`config.mk`:
```
export PLATFORM = sky130hd
export DESIGN_NAME = unified_mem_arbiter
export DESIGN_NICKNAME = d
export VERILOG_FILES = /design/src/rtl/unified_mem_arbiter.sv
export SDC_FILE = /design/constraint.sdc
export NUM_CORES = 1
export LEC_CHECK = 0
export ABC_AREA = 1
export BUFFER_PORTS_ARGS = -buffer_cell sky130_fd_sc_hd__buf_2
export CAP_MARGIN = 20
export CORE_MARGIN = 2
export CORE_UTILIZATION = 45
export DETAILED_ROUTE_END_ITERATION = 10
export MAX_ROUTING_LAYER = met4
export PLACE_DENSITY = 0.7
export SLEW_MARGIN = 15
export SYNTH_ARGS = -nofsm -noshare
export SYNTH_HDL_FRONTEND = slang
export SYNTH_SLANG_ARGS = --single-unit
```
`constraint.sdc`:
```
create_clock -name clk -period 2.5 [get_ports clk]
set_clock_uncertainty 0.1 [all_clocks]
set_input_delay 0.125 -clock clk [delete_from_list [all_inputs] [get_ports clk]]
set_output_delay 0.125 -clock clk [all_outputs]
set_load 0.01 [all_outputs]
```
`src/rtl/unified_mem_arbiter.sv`:
```
// ----------------------------------------------------------------------------
// unified_mem_arbiter
//
// Shares one single-port, variable-latency memory between the pipeline's
// instruction-fetch port (IF) and data port (MEM). One access is in flight at
// a time. The data port wins any tie. Each completed result is held until the
// pipeline consumes it.
//
// Ports
//   clk, rst                 clock, synchronous active-high reset
//   if_req/if_addr/if_take   fetch request, address, consume strobe
//   if_rdata/if_stall        held instruction, fetch-not-satisfied
//   d_ren/d_wen/d_addr/      data read/write request, address, write data,
//   d_wdata/d_take           consume strobe
//   d_rdata/d_stall          held read data, data-not-satisfied
//   m_req/m_we/m_addr/       memory request (level), write enable, address,
//   m_wdata                  write data; stable for the whole access
//   m_rdata/m_ack            memory read data, one-cycle completion pulse
//   bus_err                  sticky timeout flag (cleared by rst only)
//   dbg_state                current FSM state (0 idle, 1 data, 2 fetch)
//
// Handshake: a port's request is "satisfied" when its stall output is low,
// which happens only while a held result matches the presented request. The
// pipeline consumes that result by raising take in a cycle where stall is low;
// the hold is released on the following edge. The memory side is a level
// request: m_req stays high with stable m_we/m_addr/m_wdata until the cycle
// in which m_ack is sampled high (or the access times out).
// ----------------------------------------------------------------------------
module unified_mem_arbiter #(
    parameter int ADDR_WIDTH     = 32,
    parameter int DATA_WIDTH     = 32,
    parameter int TIMEOUT_CYCLES = 255   // legal range 1..65535
) (
    input  logic                  clk,
    input  logic                  rst,
    input  logic                  if_req,
    input  logic [ADDR_WIDTH-1:0] if_addr,
    input  logic                  if_take,
    output logic [DATA_WIDTH-1:0] if_rdata,
    output logic                  if_stall,
    input  logic                  d_ren,
    input  logic                  d_wen,
    input  logic [ADDR_WIDTH-1:0] d_addr,
    input  logic [DATA_WIDTH-1:0] d_wdata,
    input  logic                  d_take,
    output logic [DATA_WIDTH-1:0] d_rdata,
    output logic                  d_stall,
    output logic                  m_req,
    output logic                  m_we,
    output logic [ADDR_WIDTH-1:0] m_addr,
    output logic [DATA_WIDTH-1:0] m_wdata,
    input  logic [DATA_WIDTH-1:0] m_rdata,
    input  logic                  m_ack,
    output logic                  bus_err,
    output logic [1:0]            dbg_state
);

    typedef enum logic [1:0] {
        S_IDLE   = 2'd0,
        S_D_BUSY = 2'd1,
        S_I_BUSY = 2'd2
    } state_t;

    // Busy-cycle count at which the access is abandoned.
    localparam logic [15:0] LP_CNT_LAST = 16'(TIMEOUT_CYCLES - 1);

    state_t                r_state;
    state_t                w_next_state;

    logic                  r_m_req;
    logic                  r_m_we;
    logic [ADDR_WIDTH-1:0] r_m_addr;
    logic [DATA_WIDTH-1:0] r_m_wdata;
    logic [DATA_WIDTH-1:0] r_if_rdata;
    logic [DATA_WIDTH-1:0] r_d_rdata;
    logic                  r_bus_err;

    logic                  r_if_hold;
    logic [ADDR_WIDTH-1:0] r_if_haddr;
    logic                  r_d_hold;
    logic [ADDR_WIDTH-1:0] r_d_haddr;
    logic                  r_d_hwe;
    logic [15:0]           r_cnt;

    logic                  w_if_pend;
    logic                  w_d_pend;
    logic                  w_launch_d;
    logic                  w_launch_i;
    logic                  w_finish;
    logic                  w_abort;

    // A request is satisfied only by a held result for the very same access;
    // a changed fetch address (branch redirect) or a changed data address or
    // direction makes the request pending again.
    assign w_if_pend = if_req & ~(r_if_hold & (r_if_haddr == if_addr));
    assign w_d_pend  = (d_ren | d_wen)
                     & ~(r_d_hold & (r_d_haddr == d_addr) & (r_d_hwe == d_wen));

    assign if_stall  = w_if_pend;
    assign d_stall   = w_d_pend;

    assign m_req     = r_m_req;
    assign m_we      = r_m_we;
    assign m_addr    = r_m_addr;
    assign m_wdata   = r_m_wdata;
    assign if_rdata  = r_if_rdata;
    assign d_rdata   = r_d_rdata;
    assign bus_err   = r_bus_err;
    assign dbg_state = r_state;

    always_ff @(posedge clk) begin
        if (rst) begin
            r_state <= S_IDLE;
        end else begin
            r_state <= w_next_state;
        end
    end

    always_comb begin
        w_next_state = r_state;
        w_launch_d   = 1'b0;
        w_launch_i   = 1'b0;
        w_finish     = 1'b0;
        w_abort      = 1'b0;
        case (r_state)
            S_IDLE: begin
                // m_ack seen here is stale (after reset or timeout) and ignored.
                if (w_d_pend) begin
                    w_launch_d   = 1'b1;
                    w_next_state = S_D_BUSY;
                end else if (w_if_pend) begin
                    w_launch_i   = 1'b1;
                    w_next_state = S_I_BUSY;
                end
            end
            S_D_BUSY, S_I_BUSY: begin
                // An ack in the last allowed cycle still completes normally.
                if (m_ack) begin
                    w_finish     = 1'b1;
                    w_next_state = S_IDLE;
                end else if (r_cnt == LP_CNT_LAST) begin
                    w_finish     = 1'b1;
                    w_abort      = 1'b1;
                    w_next_state = S_IDLE;
                end
            end
            default: begin
                w_next_state = S_IDLE;
            end
        endcase
    end

    always_ff @(posedge clk) begin
        if (rst) begin
            r_m_req    <= 1'b0;
            r_m_we     <= 1'b0;
            r_m_addr   <= '0;
            r_m_wdata  <= '0;
            r_if_rdata <= '0;
            r_d_rdata  <= '0;
            r_bus_err  <= 1'b0;
            r_if_hold  <= 1'b0;
            r_if_haddr <= '0;
            r_d_hold   <= 1'b0;
            r_d_haddr  <= '0;
            r_d_hwe    <= 1'b0;
            r_cnt      <= '0;
        end else begin
            // Consume first; a capture later in this block overrides it.
            if (if_take && r_if_hold && !w_if_pend) begin
                r_if_hold <= 1'b0;
            end
            if (d_take && r_d_hold && !w_d_pend) begin
                r_d_hold <= 1'b0;
            end

            if (w_launch_d) begin
                r_m_req   <= 1'b1;
                r_m_we    <= d_wen;
                r_m_addr  <= d_addr;
                r_m_wdata <= d_wdata;
            end else if (w_launch_i) begin
                r_m_req   <= 1'b1;
                r_m_we    <= 1'b0;
                r_m_addr  <= if_addr;
            end

            if (w_finish) begin
                r_m_req <= 1'b0;
                r_m_we  <= 1'b0;
                // An aborted access still produces a (all-ones) result so the
                // waiting pipeline stage can move on.
                if (r_state == S_D_BUSY) begin
                    r_d_hold  <= 1'b1;
                    r_d_haddr <= r_m_addr;
                    r_d_hwe   <= r_m_we;
                    if (w_abort) begin
                        r_d_rdata <= '1;
                    end else if (!r_m_we) begin
                        r_d_rdata <= m_rdata;
                    end
                end else begin
                    r_if_hold  <= 1'b1;
                    r_if_haddr <= r_m_addr;
                    r_if_rdata <= w_abort ? '1 : m_rdata;
                end
            end

            if (w_abort) begin
                r_bus_err <= 1'b1;
            end

            if ((r_state == S_IDLE) || w_finish) begin
                r_cnt <= '0;
            end else begin
                r_cnt <= r_cnt + 16'd1;
            end
        end
    end

endmodule
```
**After elaboration in Yosys (flattened, before gate mapping)**

Index checks and enable logic that the tools add are counted.

- Add/subtract/negate cells: 1
- Equality and inequality tests: 9
- Bitwise logic cells: 9
- Reduce and logical (&&, ||, !) cells: 16
- Mux-type cells: 30

Operators by type and width:

| operator | number |
|---|---|
| two-way mux 32 bit | 5 |
| == test 32 bit | 2 |
| two-way mux 1 bit | 20 |
| adder 16 x 1 -> 16 bit, second input constant | 1 |
| == test 16 x 8 -> 1 bit, second input constant | 1 |
| two-way mux 2 bit | 4 |
| != test 3 bit, second input constant | 2 |
| AND reduction 2 bit | 3 |
| OR reduction 2 bit | 3 |
| bitwise AND 1 bit | 5 |
| logical AND 1 bit | 4 |
| one-hot mux 2 bit (2 select lines) | 1 |
| NOT 1 bit | 3 |
| AND reduction 3 bit | 1 |
| == test 2 x 1 -> 1 bit, second input constant | 1 |
| == test 2 bit, second input constant | 1 |
| zero test 1 bit | 2 |
| zero test 2 bit | 1 |
| != test 2 x 1 -> 1 bit, second input constant | 1 |
| nonzero test 2 bit | 1 |
| == test 1 bit | 1 |
| logical OR 1 bit | 1 |
| bitwise OR 1 bit | 1 |

- Flip-flop bits (word level): 216
- Logic and storage cells: 79
- Output and inout bits: 135

**Logic depth before layout (Yosys ltp)**

- Depth after elaboration: 10
- Mapped depth: 16
- Gate-level depth less buffers: 15

**Worst setup path after synthesis**

OpenSTA, ideal clock, no wires.

- Path type: reg-to-reg
- Start: register r_cnt[0]
- End: register r_cnt[14]
- Arrival time: 1823 ps
- Library setup time: 78 ps
- Stages on the path, launching flop included: 14
- Slack: 499 ps
- Data required time: 2322 ps
- Path through: dfxtp_1 -> inv_1 -> ha_1 -> nand3_1 -> nand3b_2 -> inv_2 -> nor2_4 -> nor2_8 -> inv_2 -> nand2_1 -> or2_2 -> clkbuf_1 -> buf_2 -> nor3_1

- Cells in the longest elaborated chain, start to end: 6

RTL lines:

| item | line | RTL |
|---|---|---|
| start, declared | 83 | `logic [15:0] r_cnt;` |
| start signal, assigned | 216 | `r_cnt <= r_cnt + 16'd1;` |
| == test 16 x 8 -> 1 bit | 141 | `end else if (r_cnt == LP_CNT_LAST) begin` |
| two-way mux 1 bit | 141 |  |
| two-way mux 1 bit | 138 | `if (m_ack) begin` |
| two-way mux 1 bit | 125 | `case (r_state)` |
| logical OR 1 bit | 213 | `if ((r_state == S_IDLE) \|\| w_finish) begin` |
| OR reduction 2 bit (no source line) | - |  |

Parallel ways exist; a longest one is shown, timed or not.
A chain may end at the register's enable or synchronous reset.

**Worst setup path after layout**

- Start: register r_d_haddr[26]
- End: output port d_stall

- Cells in the longest elaborated chain, start to end: 5

RTL lines:

| item | line | RTL |
|---|---|---|
| start, declared | 81 | `logic [ADDR_WIDTH-1:0] r_d_haddr;` |
| start signal, assigned | 195 | `r_d_haddr <= r_m_addr;` |
| == test 32 bit | 97 | `& ~(r_d_hold & (r_d_haddr == d_addr) & (r_d_hwe == d_wen));` |
| bitwise AND 1 bit (2 in a row) | 97 |  |
| NOT 1 bit | 97 |  |
| bitwise AND 1 bit | 97 |  |
| end, declared | 47 | `output logic d_stall,` |

Every way passes these cells.

==> flow_summary.json <==
{
  "grt_pass1_wl_mm": 47.3,
  "drc": 0,
  "cts_buffer_depth": 3,
  "report.final.slew_viol_count": 0,
  "crit_path_end_kind": "output port",
  "tns_ns": 0,
  "vias": 10200,
  "critPathMaxFanout": 4,
  "yosys_register_bits": 216,
  "clk_latency_ns": 0.52,
  "maxSlewHeadroom_pct": 43.0,
  "grt_max_degree": 96,
  "cts.sink_count": 216,
  "status": "finished clean",
  "grt-ovfl-total": 0,
  "rsz0062_at_grt": "no",
  "io-pin-count": 271,
  "vias_per_cell": 4.86,
  "cts_htree_levels": 1,
  "io_buffers": 270,
  "reg2regPathDepth": 13,
  "clkTransAtPathRegs_ns": 0.06,
  "finalCritPeriodShare_pct": 88.8,
  "drtPass1Iterations": 5,
  "finalCriticalPeriod_ns": 2.22,
  "setup_viol": 0,
  "core_um2": 21000,
  "reg2reg_from": "r_cnt[0]$_SDFF_PP0_",
  "ys_types": 32,
  "yosysTopAreaCellShare_pct": 44.8,
  "dp_hpwl_mm": 19.0,
  "tightest_slew_ns": 0.855,
  "yosys_warnings": 0,
  "hold_path.class": "in2reg",
  "ys_top_cells_by_area": "dfxtp_1 (45%), nand2_1 (16%), nor2_1 (8.3%), a21oi_1 (7.2%), inv_1 (6.8%)",
  "syn_avg_cell_area_um2": 6.68,
  "leakage_nw": 6.45,
  "cts-root-buf": "clkbuf_16",
  "post_cts_buffers": 0,
  "worstSetupStartpointType": "register",
  "cp-endpoint": "d_stall",
  "cp.required_ns": 2.28,
  "startpoint": "r_d_haddr[26]$_SDFFE_PP0P_",
  "nFillCells": 1818,
  "multi_input_area_um2": 4310,
  "wl_per_cell_um": 14.2,
  "grt_antenna_before_repair": 1,
  "drive_gt1_share_pct": 18.7,
  "max_freq_ghz": 0.450,
  "cts_tree": "built",
  "p_total_w": 0.00925,
  "ant_nets": 0,
  "routabilityCongestion": 0.838,
  "cap_violations": 0,
  "synthCells": 1444,
  "layout.nets": 1954,
  "fp.dieW_um": 150,
  "die_height_um": 150,
  "rows": 53,
  "syn_nets": 1584,
  "cts_buffers": 24,
  "ir_drop_uv": 547,
  "synthToLayoutAreaGrowth_pct": 38.0,
  "synth_top_area_cell": "dfxtp_1",
  "wirelength_mm": 30.0,
  "synthesis.area_um2": 9640,
  "grt_usage_pct": 26.5,
  "worstHoldStart": "m_ack",
  "critPathKind": "reg2out",
  "die_area_um2": 22600,
  "seqCellArea_um2": 4320,
  "worstPathArrival_ns": 1.99,
  "reg2reg_to": "d_rdata[11]$_SDFFE_PP0P_",
  "grt_pass1_vias": 9830,
  "power_density_nw_per_um2": 695,
  "ys_seq_area_share_pct": 44.8,
  "r2r_slack_ns": 0.30,
  "finalHoldViolations": 0,
  "drt_first_iter_violations": 642,
  "start_util_pct": 45.9
}
[logic make-up (layout without fill, tap and decap cells)]
kind of cell,after synthesis,count (layout),synth area share (%)
buffers and inverters,255,643,10.6
AOI/OAI and AO/OA,243,243,12.7
DFF,216,216,44.8
adders and majority gates,4,4,0.519
xor gates and xnor gates,20,20,1.82
other,0,2,0
and+or+nand+nor,706,706,29.6
[worst min path at each step]
stage                                 endpoint  cells after the start  slack (ns)
floorplan              m_wdata[1]$_SDFFE_PP0P_                      2        0.17
global placement       m_wdata[3]$_SDFFE_PP0P_                      3        0.27
detailed placement    m_wdata[30]$_SDFFE_PP0P_                      3        0.28
CTS                  r_d_haddr[2]$_SDFFE_PP0P_                      5       0.003
finish               r_d_haddr[2]$_SDFFE_PP0P_                      5        0.01
global route        r_d_haddr[30]$_SDFFE_PP0P_                      5        0.04
[stage by stage]
step / instances / area, um2 / setup WS [ns] / utilization, % / hold WS [ns]
after floorplan: 1444 / 9640 / 0.499 / - / 0.170
after global placement: 1930 / 11200 / 0.311 / 53.2 / 0.273
after detailed placement: 1930 / 11200 / 0.239 / 53.2 / 0.281
after CTS: 2107 / 13300 / 0.209 / 63.3 / 0.00254
after global routing: 2108 / 13300 / 0.0591 / 63.3 / 0.0386
final: 2109 / 13300 / 0.280 / 63.3 / 0.0128
[critical path, stage by stage (launching register included)]
cell and delay (ns):
dfxtp_1 0.33, inv_1 0.06, nand2_1 0.06, nand2_1 0.06, nor2_1 0.12, nand2_1 0.09, nor2_1 0.13, nand2_1 0.09
nor2_1 0.09, nand2_1 0.10, nand2_1 0.16, inv_1 0.05, buf_2 0.15
[metal layers]
layer / track usage [%] / wire length, um / vias to the layer above
li1: - / - / 5201
met1: 32.4 / 12800 / 4624
met2: 44.3 / 14300 / 338
met3: 3.73 / 1740 / 81
met4: 10.4 / 1130 / 0
met5: - / 0 / -
[flip-flops by register name, indices dropped and copies added, names as in the netlist]
name / flops
d_rdata: 32
if_rdata: 32
m_addr: 32
m_wdata: 32
r_d_haddr: 32
r_if_haddr: 32
r_cnt: 16
dbg_state: 2
bus_err: 1
m_req: 1
m_we: 1
r_d_hold: 1
r_d_hwe: 1
r_if_hold: 1
[cell usage after synthesis, drive strengths merged]
cell type / number
o22ai: 2
nor3: 5
nand2: 408
nand4: 12
nor3b: 4
nand3b: 1
a31oi: 1
o21ai: 101
buf: 27
a21oi: 139
nor4: 1
clkbuf: 49
or2: 8
xnor2: 12
nor2: 215
xor2: 8
ha: 4
clkinv: 2
inv: 177
dfxtp: 216
nand3: 52
[placed cells by master, fill, tap and decap left out, types with 7 or more instances in the layout]
master,instances
buf_4,11
nand4_1,12
or2_2,7
nand3_1,51
a21oi_1,139
inv_1,175
buf_2,270
xor2_1,8
dfxtp_1,216
o21ai_1,20
xnor2_1,12
clkbuf_16,24
clkinv_2,8
o21ai_0,81
nand2_1,406
nor2_1,212
dlygate4sd3_1,133
[what timing repair did]
item	4_1_cts	5_1_grt
hold buffers	133	0
hold endpoints to repair	133	0
resized for setup	0	1
setup endpoints to repair	0	7
[report_power, final]
| part | internal, W | switching (W) | total [W] |
|---|---|---|---|
| Sequential | 0.00373 | 0.000177 | 0.00391 |
| Clock | 0.00203 | 0.00142 | 0.00344 |
| Combinational | 0.000773 | 0.00113 | 0.00190 |
| Total | 0.00653 | 0.00272 | 0.00925 |
[final cells by class]
cell class / count / area share, %
Antenna cell: 2 / 0.0376
Clock buffer: 34 / 5.17
Clock inverter: 10 / 0.667
Inverter: 179 / 5.06
Multi-Input combinational cell: 973 / 32.4
Sequential cell: 216 / 32.5
Tap cell: 275 / 2.59
Timing Repair Buffer: 420 / 21.6
(Power assumes the default switching activity.)
